## config.mk

```make
export PLATFORM = sky130hd
export DESIGN_NAME = spi_cmd_ctrl
export DESIGN_NICKNAME = d
export VERILOG_FILES = /design/src/rtl/spi_cmd_ctrl.sv
export SDC_FILE = /design/constraint.sdc
export NUM_CORES = 1
export LEC_CHECK = 0
export BUFFER_PORTS_ARGS = -buffer_cell sky130_fd_sc_hd__buf_2
export CORE_MARGIN = 2
export CORE_UTILIZATION = 44
export DETAILED_ROUTE_END_ITERATION = 10
export GPL_TIMING_DRIVEN = 1
export PLACE_DENSITY = 0.66
export SYNTH_ARGS = -nofsm -noshare
export SYNTH_HDL_FRONTEND = slang
export SYNTH_SLANG_ARGS = --single-unit
```

## constraint.sdc

```tcl
create_clock -name i_clk -period 2.4 [get_ports i_clk]
set_input_delay 0.24 -clock i_clk [delete_from_list [all_inputs] [get_ports i_clk]]
set_output_delay 0.24 -clock i_clk [all_outputs]
set_load 0.05 [all_outputs]
```

## src/rtl/spi_cmd_ctrl.sv

```systemverilog
// spi_cmd_ctrl: sequences CS-framed SPI transfers (command byte + data bytes)
// into reads and writes of an 8-bit register bank, with address auto-increment.
// Build option: define SPI_CMD_CNT_EN to add a read-only 16-bit transfer
// counter at addresses 7'h7E (LSB) and 7'h7F (MSB).
module spi_cmd_ctrl #(
  parameter int         NREG    = 8,
  parameter logic [7:0] RST_VAL = 8'h00,
  parameter logic [7:0] STATUS  = 8'hA5
) (
  input  logic                    i_clk,
  input  logic                    i_rst_n,
  input  logic                    i_cs_n,
  input  logic                    i_rx_done,
  input  logic [7:0]              i_rx_data,
  output logic [7:0]              o_tx_data,
  output logic [NREG*8-1:0]       o_regs,
  output logic                    o_wr_stb,
  output logic [$clog2(NREG)-1:0] o_wr_addr,
  output logic                    o_err,
  output logic                    o_busy
);

  localparam int AW = $clog2(NREG);

  typedef enum logic [2:0] {IDLE, CMD, WR, RD, ERR} state_t;

  state_t        state;
  state_t        state_nxt;

  logic          cs_meta;
  logic          cs_sync;
  logic          cs_prev;
  logic          cs_fall;

  logic [7:0]    regs [NREG];
  logic [AW-1:0] ptr;

  logic          cmd_rd;
  logic [6:0]    cmd_addr;
  logic [AW-1:0] cmd_idx;
  logic          in_range;
  logic          cmd_ok;

  logic          cnt_sel;
  logic [7:0]    cnt_first;
  logic [7:0]    cnt_next;
  logic [7:0]    rd_byte;

  // Command byte fields; only meaningful while i_rx_done is high in CMD.
  assign cmd_rd   = i_rx_data[7];
  assign cmd_addr = i_rx_data[6:0];
  assign cmd_idx  = i_rx_data[AW-1:0];
  assign in_range = (cmd_addr < 7'(NREG));
  assign cs_fall  = cs_prev & ~cs_sync;
  assign o_busy   = ~cs_sync;

  // Two-stage synchroniser for the raw chip select, plus one delayed copy for edge detection.
  always_ff @(posedge i_clk or negedge i_rst_n) begin
    if (!i_rst_n) begin
      cs_meta <= 1'b1;
      cs_sync <= 1'b1;
      cs_prev <= 1'b1;
    end else begin
      cs_meta <= i_cs_n;
      cs_sync <= cs_meta;
      cs_prev <= cs_sync;
    end
  end

`ifdef SPI_CMD_CNT_EN
  logic        cnt_hit;
  logic [1:0]  cnt_idx;
  logic [15:0] xfer_cnt;
  logic        data_seen;
  logic        data_byte;

  // Byte select into the counter: 0 = LSB, 1 = MSB, anything past the MSB reads as FF.
  function automatic logic [7:0] cnt_byte(input logic [15:0] cnt, input logic [1:0] idx);
    case (idx)
      2'd0:    return cnt[7:0];
      2'd1:    return cnt[15:8];
      default: return 8'hFF;
    endcase
  endfunction

  assign cnt_hit   = (cmd_addr[6:1] == 6'h3F);
  assign cmd_ok    = in_range | cnt_hit;
  assign data_byte = i_rx_done & ((state == WR) | (state == RD));
  assign cnt_first = cnt_byte(xfer_cnt, {1'b0, cmd_addr[0]});
  assign cnt_next  = cnt_byte(xfer_cnt, cnt_idx);

  // Counter window tracking and end-of-transfer counting; a transfer counts once CS rises.
  always_ff @(posedge i_clk or negedge i_rst_n) begin
    if (!i_rst_n) begin
      cnt_sel   <= 1'b0;
      cnt_idx   <= 2'd0;
      data_seen <= 1'b0;
      xfer_cnt  <= 16'd0;
    end else begin
      if (state == IDLE) begin
        cnt_sel   <= 1'b0;
        data_seen <= 1'b0;
      end
      if (state == CMD && i_rx_done && !in_range && cnt_hit) begin
        cnt_sel <= 1'b1;
        cnt_idx <= cmd_addr[0] ? 2'd2 : 2'd1;
      end
      if (state == RD && i_rx_done && cnt_sel && cnt_idx != 2'd2)
        cnt_idx <= cnt_idx + 2'd1;
      if (data_byte)
        data_seen <= 1'b1;
      if (state != IDLE && cs_sync && (data_seen || data_byte)) begin
        xfer_cnt  <= xfer_cnt + 16'd1;
        data_seen <= 1'b0;
      end
    end
  end
`else
  assign cmd_ok    = in_range;
  assign cnt_sel   = 1'b0;
  assign cnt_first = 8'hFF;
  assign cnt_next  = 8'hFF;
`endif

  // Byte loaded into the next read slot: counter window or register at ptr.
  assign rd_byte = cnt_sel ? cnt_next : regs[ptr];

  // FSM state register.
  always_ff @(posedge i_clk or negedge i_rst_n) begin
    if (!i_rst_n) state <= IDLE;
    else          state <= state_nxt;
  end

  // FSM next state; CS high overrides everything, after any same-cycle byte is processed.
  always_comb begin
    state_nxt = state;
    case (state)
      IDLE:    if (cs_fall) state_nxt = CMD;
      CMD:     if (i_rx_done) begin
                 if (cmd_ok) state_nxt = cmd_rd ? RD : WR;
                 else        state_nxt = ERR;
               end
      default: state_nxt = state;
    endcase
    if (cs_sync && state != IDLE) state_nxt = IDLE;
  end

  // Datapath: MISO byte, register bank, pointer, write strobe and error pulse.
  always_ff @(posedge i_clk or negedge i_rst_n) begin
    if (!i_rst_n) begin
      o_tx_data <= STATUS;
      o_wr_stb  <= 1'b0;
      o_wr_addr <= '0;
      o_err     <= 1'b0;
      ptr       <= '0;
      for (int k = 0; k < NREG; k++) regs[k] <= RST_VAL;
    end else begin
      o_wr_stb <= 1'b0;
      o_err    <= 1'b0;
      case (state)
        IDLE: begin
          if (cs_fall) o_tx_data <= STATUS;
        end
        CMD: begin
          if (i_rx_done) begin
            if (in_range) begin
              if (cmd_rd) begin
                o_tx_data <= regs[cmd_idx];
                ptr       <= cmd_idx + AW'(1);
              end else begin
                o_tx_data <= i_rx_data;
                ptr       <= cmd_idx;
              end
            end else if (cmd_ok) begin
              o_tx_data <= cmd_rd ? cnt_first : i_rx_data;
            end else begin
              o_err     <= 1'b1;
              o_tx_data <= 8'hFF;
            end
          end
        end
        WR: begin
          if (i_rx_done) begin
            o_tx_data <= i_rx_data;
            if (!cnt_sel) begin
              regs[ptr] <= i_rx_data;
              o_wr_stb  <= 1'b1;
              o_wr_addr <= ptr;
              ptr       <= ptr + AW'(1);
            end
          end
        end
        RD: begin
          if (i_rx_done) begin
            o_tx_data <= rd_byte;
            if (!cnt_sel) ptr <= ptr + AW'(1);
          end
        end
        default: o_tx_data <= 8'hFF;
      endcase
    end
  end

  // Flatten the register bank: reg k occupies o_regs[8k+7:8k].
  for (genvar k = 0; k < NREG; k++) begin : g_flat
    assign o_regs[8*k +: 8] = regs[k];
  end

endmodule
```

======== Word-level counts from Yosys, hierarchy flattened ========
Index checks and enable logic that the tools add are counted.
Widths: inputs -> output; s select.
word-level totals
  bits in registers ....................... 86
  bits in latches ......................... 0
  bits in writable memories ............... 0
  bits in read-only memories .............. 0
  output and inout bits ................... 78
  memories kept ........................... 0
cells by class
  $add $sub $neg .......................... 2
  multiply operators ...................... 0
  divide/modulo/power cells ............... 0
  $lt $le $gt $ge ......................... 4
  eq/ne operators ......................... 11
  shifts and indexed selects .............. 0
  multiplexer cells ....................... 32
  bitwise logic cells ..................... 4
  reduce and logical (&&, ||, !) cells .... 11
operators by type and width
  cell                 count
  $mux 8               11
  $bwmux 64            1
  $bmux 8 s3           2
  $pmux 8 s4           1
  $demux 8 s3          1
  $mux 3               8
  $pmux 3 s2           2
  $ne 2x2->1 const B   5
  $ge 4x4->1 const B   2
  $not 3->4            2
  $reduce_and 4->1     2
  $lt 7x4->1 const B   1
  $add 3x1->3 const B  2
  $eq 3x2->1 const B   2
  $mux 1               6
  $ne 3x3->1 const B   2
  $reduce_bool 3->1    2
  $lt 4x1->1 const B   1
  $eq 3x1->1 const B   1
  $logic_not 3->1      1
  $reduce_and 3->1     1
  $logic_and 1x1->1    2
  $ne 2x1->1 const B   1
  $reduce_and 2->1     1
  other kinds (4)      4

======== Logic depth before layout (Yosys ltp) ========
  word-level depth ........................ 8
  mapped depth ............................ 8
  depth with buffers taken out ............ 6

======== Worst setup path before layout ========
No wires, ideal clock.
  path type ............................... reg2reg
  from .................................... reg state[2]
  to ...................................... reg regs, in the netlist o_regs[32]
  library setup time ...................... 125 ps
  data arrival time ....................... 1825 ps
  required time ........................... 2275 ps
  setup slack ............................. 450 ps
  stages on the path, launching flop included .. 9
  buffers on the path ..................... 3
  period minus slack after synthesis ...... 1950 ps
  cells stage by stage .................... dfrtp_1 > buf_6 > nand2b_2 > nor2b_2 > buf_6 > nand2b_4 > buf_6 > nor3b_4 > mux2_2
on the way
  longest elaborated chain between the ends .. 2
RTL lines
  element                        line  RTL
  start, declared                27    state_t state;
  start signal, assigned         131   else state <= state_nxt;
  $eq 3x2->1                     160   case (state)
  $reduce_and 2->1 (no line)     -
  end signal, assigned by index  186   regs[ptr] <= i_rx_data;
  end, declared                  35    logic [7:0] regs [NREG];
No other way between the ends.
A chain may end at the register's enable or synchronous reset.

======== Final worst setup path ========
  from .................................... reg ptr[2]
  to ...................................... reg regs, in the netlist o_regs[41]
on the way
  longest elaborated chain between the ends .. 6
  elaborated cells between the ends (all ways) .. 7
  those cells by class .................... order compare (2); mux (3); bitwise (1); reduce/logical (1)
RTL lines
  element                                                         line  RTL
  start, declared                                                 36    logic [AW-1:0] ptr;
  start signal, assigned                                          169   ptr <= cmd_idx + AW'(1);
  start signal, assigned                                          172   ptr <= cmd_idx;
  start signal, assigned                                          189   ptr <= ptr + AW'(1);
  $not 3->4 (not written as such) (*)                             186
  $ge 4x4->1 (not written as such) or $lt 4x1->1 (tied branches)  186
  $logic_and 1x1->1 (not written as such)                         186
  $mux 8 (not written as such)                                    186
  $demux 8 s3 (*)                                                 186
  $bwmux 64 (*)                                                   186
Mark *: on every way between the ends. The rest lies on a longest branch, timed or not.

==> metrics.yaml <==
cts_tree: "done"
postCtsSetupBuffers: 0
crit_path_end_kind: "register"
cp.arrival_ps: 2360
drt_iter0_markers: 162
drt_pre_antenna_iters: 4
clock_latency_ps: 370
multi_input_area_sq_mm: 0.00236
cts.repair.resized: 0
cts_sinks: 86
critPathKind: "reg -> reg"
cellPowerDensity_mw_per_mm2: 619
first_global_vias: 3607
hold_viol_final: 0
floorplan.initialDensity_pct: 45.5
hold_path_class: "in -> reg"
synth_fp_nets: 409
die_y_um: 108
dpl.hpwl_mm: 9.34
grt_pass1_wl_mm: 20.4
synth-main-ff-cell: "dfrtp_1"
cts_buffers: 9
area_growth_pct: 19.2
synth_seq_area_share_pct: 45.8
die_w_um: 108
drive_gt1_share_pct: 46.7
nets: 501
syn_inst: 395
ys_types: 51
drv_cap: 0
finalClockSkew_ps: 9.92
setup_tns_ps: 0
fin_crit_ps: 2110
ios: 90
cp_max_fo: 9
root_buffer: "clkbuf_8"
maxSlewHeadroom_pct: 52.6
async_flop_share_pct: 100
cts_hold_buf: 2
grt_max_degree: 62
cp_num_buf_inv: 1
period_share_pct: 87.8
fmax_mhz: 475
synth-edff-count: 0
p_leak_nw: 2.83
crit_slowest_cell: "dfrtp_1"
status: "finished clean"
path_clk_slew_ps: 90
critical-path-top-delay-family: "flip-flops"
io_buffers: 89
slew_violations: 0
ant_nets: 0
wl_mm: 13.1
regArea_sq_mm: 0.00216
grt_antenna_before_repair: 0
setup_viol: 0
htreeDepth: 3
tightest_slew_ps: 710
wl_per_cell_um: 20.8
ctsLongestPathBuffers: 2
ir_worst_vdd_v: 0.000416
slowest_delay_ps: 650
routabilityCongestion: 0.889
rows: 37
worstPathCellList: "buf_4 -> nor2b_1 -> nand2_1 -> mux2_2"
grtUsageTotal_pct: 23.7
ys_seq_elements: 86
core-area_sq_mm: 0.0104
rsz0062_at_grt: "no"
syn_area_sq_mm: 0.00471
avgSynthCellArea_sq_um: 11.9
antennaDiodeCount: 0
cp.required_ps: 2650
grt_overflow_total: 0
nFillCells: 929
dieArea_sq_mm: 0.0116
yosys_warnings: 0
vias: 3634
routed_via_density: 5.79
worstSetupStartpointType: "register"
ff2ff_setup_slack_ps: 290
drcViolationCount: 0
holdWs_ps: 155
==> synth_stat cells, types with 7 or more instances <==
| cell | number | share of area (%) |
|---|---|---|
| mux4_2 | 14 | 6.7 |
| a31oi_1 | 8 | 1.1 |
| a22oi_1 | 9 | 1.4 |
| mux2_2 | 67 | 16 |
| o21ai_0 | 7 | 0.74 |
| nand4_1 | 7 | 0.93 |
| dfstp_2 | 7 | 3.9 |
| dfrtp_1 | 79 | 42 |
| clkbuf_1 | 17 | 1.4 |
| nor2_1 | 15 | 1.2 |
| a21oi_1 | 18 | 1.9 |
| nand2_1 | 29 | 2.3 |
| buf_2 | 13 | 1.4 |
| mux2i_1 | 36 | 7.6 |
==> final timing paths <==
kind | start | to | depth (start not counted)
worst max-delay path | ptr[2]$_DFFE_PN0P_ | o_regs[41]$_DFFE_PN0P_ | 4
worst min-delay path | i_rx_done | o_err$_DFF_PN0_ | 2
worst max register to register | ptr[2]$_DFFE_PN0P_ | o_regs[41]$_DFFE_PN0P_ | 4
worst min register to register | cs_meta$_DFF_PN1_ | cs_sync$_DFF_PN1_ | 0
max in group asynchronous | i_rst_n | o_tx_data[0]$_DFFE_PN1P_ | 3
min in group asynchronous | i_rst_n | ptr[2]$_DFFE_PN0P_ | 2
==> per-layer routing <==
metal	routed length, um	GRT usage, %
met3	819	4.36
met1	5660	33.2
met2	6380	37.2
met4	232	7.88
met5	0	0
==> worst reg2reg max path, delay by kind of cell, from the launching register on <==
| kind | cells | cell delay, ps |
|---|---|---|
| muxes | 1 | 430 |
| buffers and inverters | 1 | 300 |
| and+or+nand+nor | 2 | 610 |
| DFF | 1 | 650 |
==> cell type report <==
class,count,share of cell area [%]
well taps,136,3.03
clock inverters,7,1.71
multi-input cells,267,41.9
clock buffers,9,2.20
flip-flops and latches,86,38.5
repair buffers,117,12.2
inverters,6,0.401
==> stage by stage <==
step	cell area (sq um)	instances	setup slack [ps]	util, %	total power, mW
floorplan	4710	395	450	-	2.12
global placement	5380	610	338	51.9	2.34
detailed placement	5380	610	310	51.9	2.35
CTS	5620	628	288	54.2	3.49
global route	5620	628	196	54.2	3.62
finish	5620	628	293	54.2	3.48
==> registers in the layout, summed over array words and instances (netlist names) <==
signal     flops
o_wr_stb       1
ptr            3
cs_meta        1
cs_sync        1
state          3
o_regs        64
o_wr_addr      3
cs_prev        1
o_tx_data      8
o_err          1
==> report_power, final <==
| part | total, mW | switching, mW | internal, mW |
|---|---|---|---|
| clock network | 1.15 | 0.560 | 0.588 |
| logic | 0.735 | 0.470 | 0.265 |
| registers | 1.59 | 0.0850 | 1.51 |
| total | 3.48 | 1.12 | 2.36 |
==> placed cells by master, fill, tap and decap left out, types with 3 or more instances in the layout <==
master	count
dfrtp_1	79
clkbuf_8	9
a31oi_1	8
nor3_1	4
buf_2	88
nor2b_1	6
nor3b_1	3
nor2_1	15
dfstp_2	7
o21ai_0	7
nand4_1	7
a211oi_1	3
nand2_1	29
buf_4	25
inv_1	6
a21oi_1	18
mux2i_1	36
nand3_1	3
a22oi_1	9
nand2b_1	3
mux4_2	14
mux2_2	67
clkinvlp_4	3
==> logic make-up (layout without fill, tap and decap cells) <==
logic type	count (synthesis)	after routing	synth area share (%)
muxes	118	118	30.6
and+or+nand+nor	91	91	11.3
DFF	86	86	45.8
AOI/OAI and AO/OA	54	54	7.25
buffers and inverters	42	139	4.17
adders and majority gates	2	2	0.531
xor gates and xnor gates	2	2	0.372
Note: power is estimated with default switching activity, not from simulation.
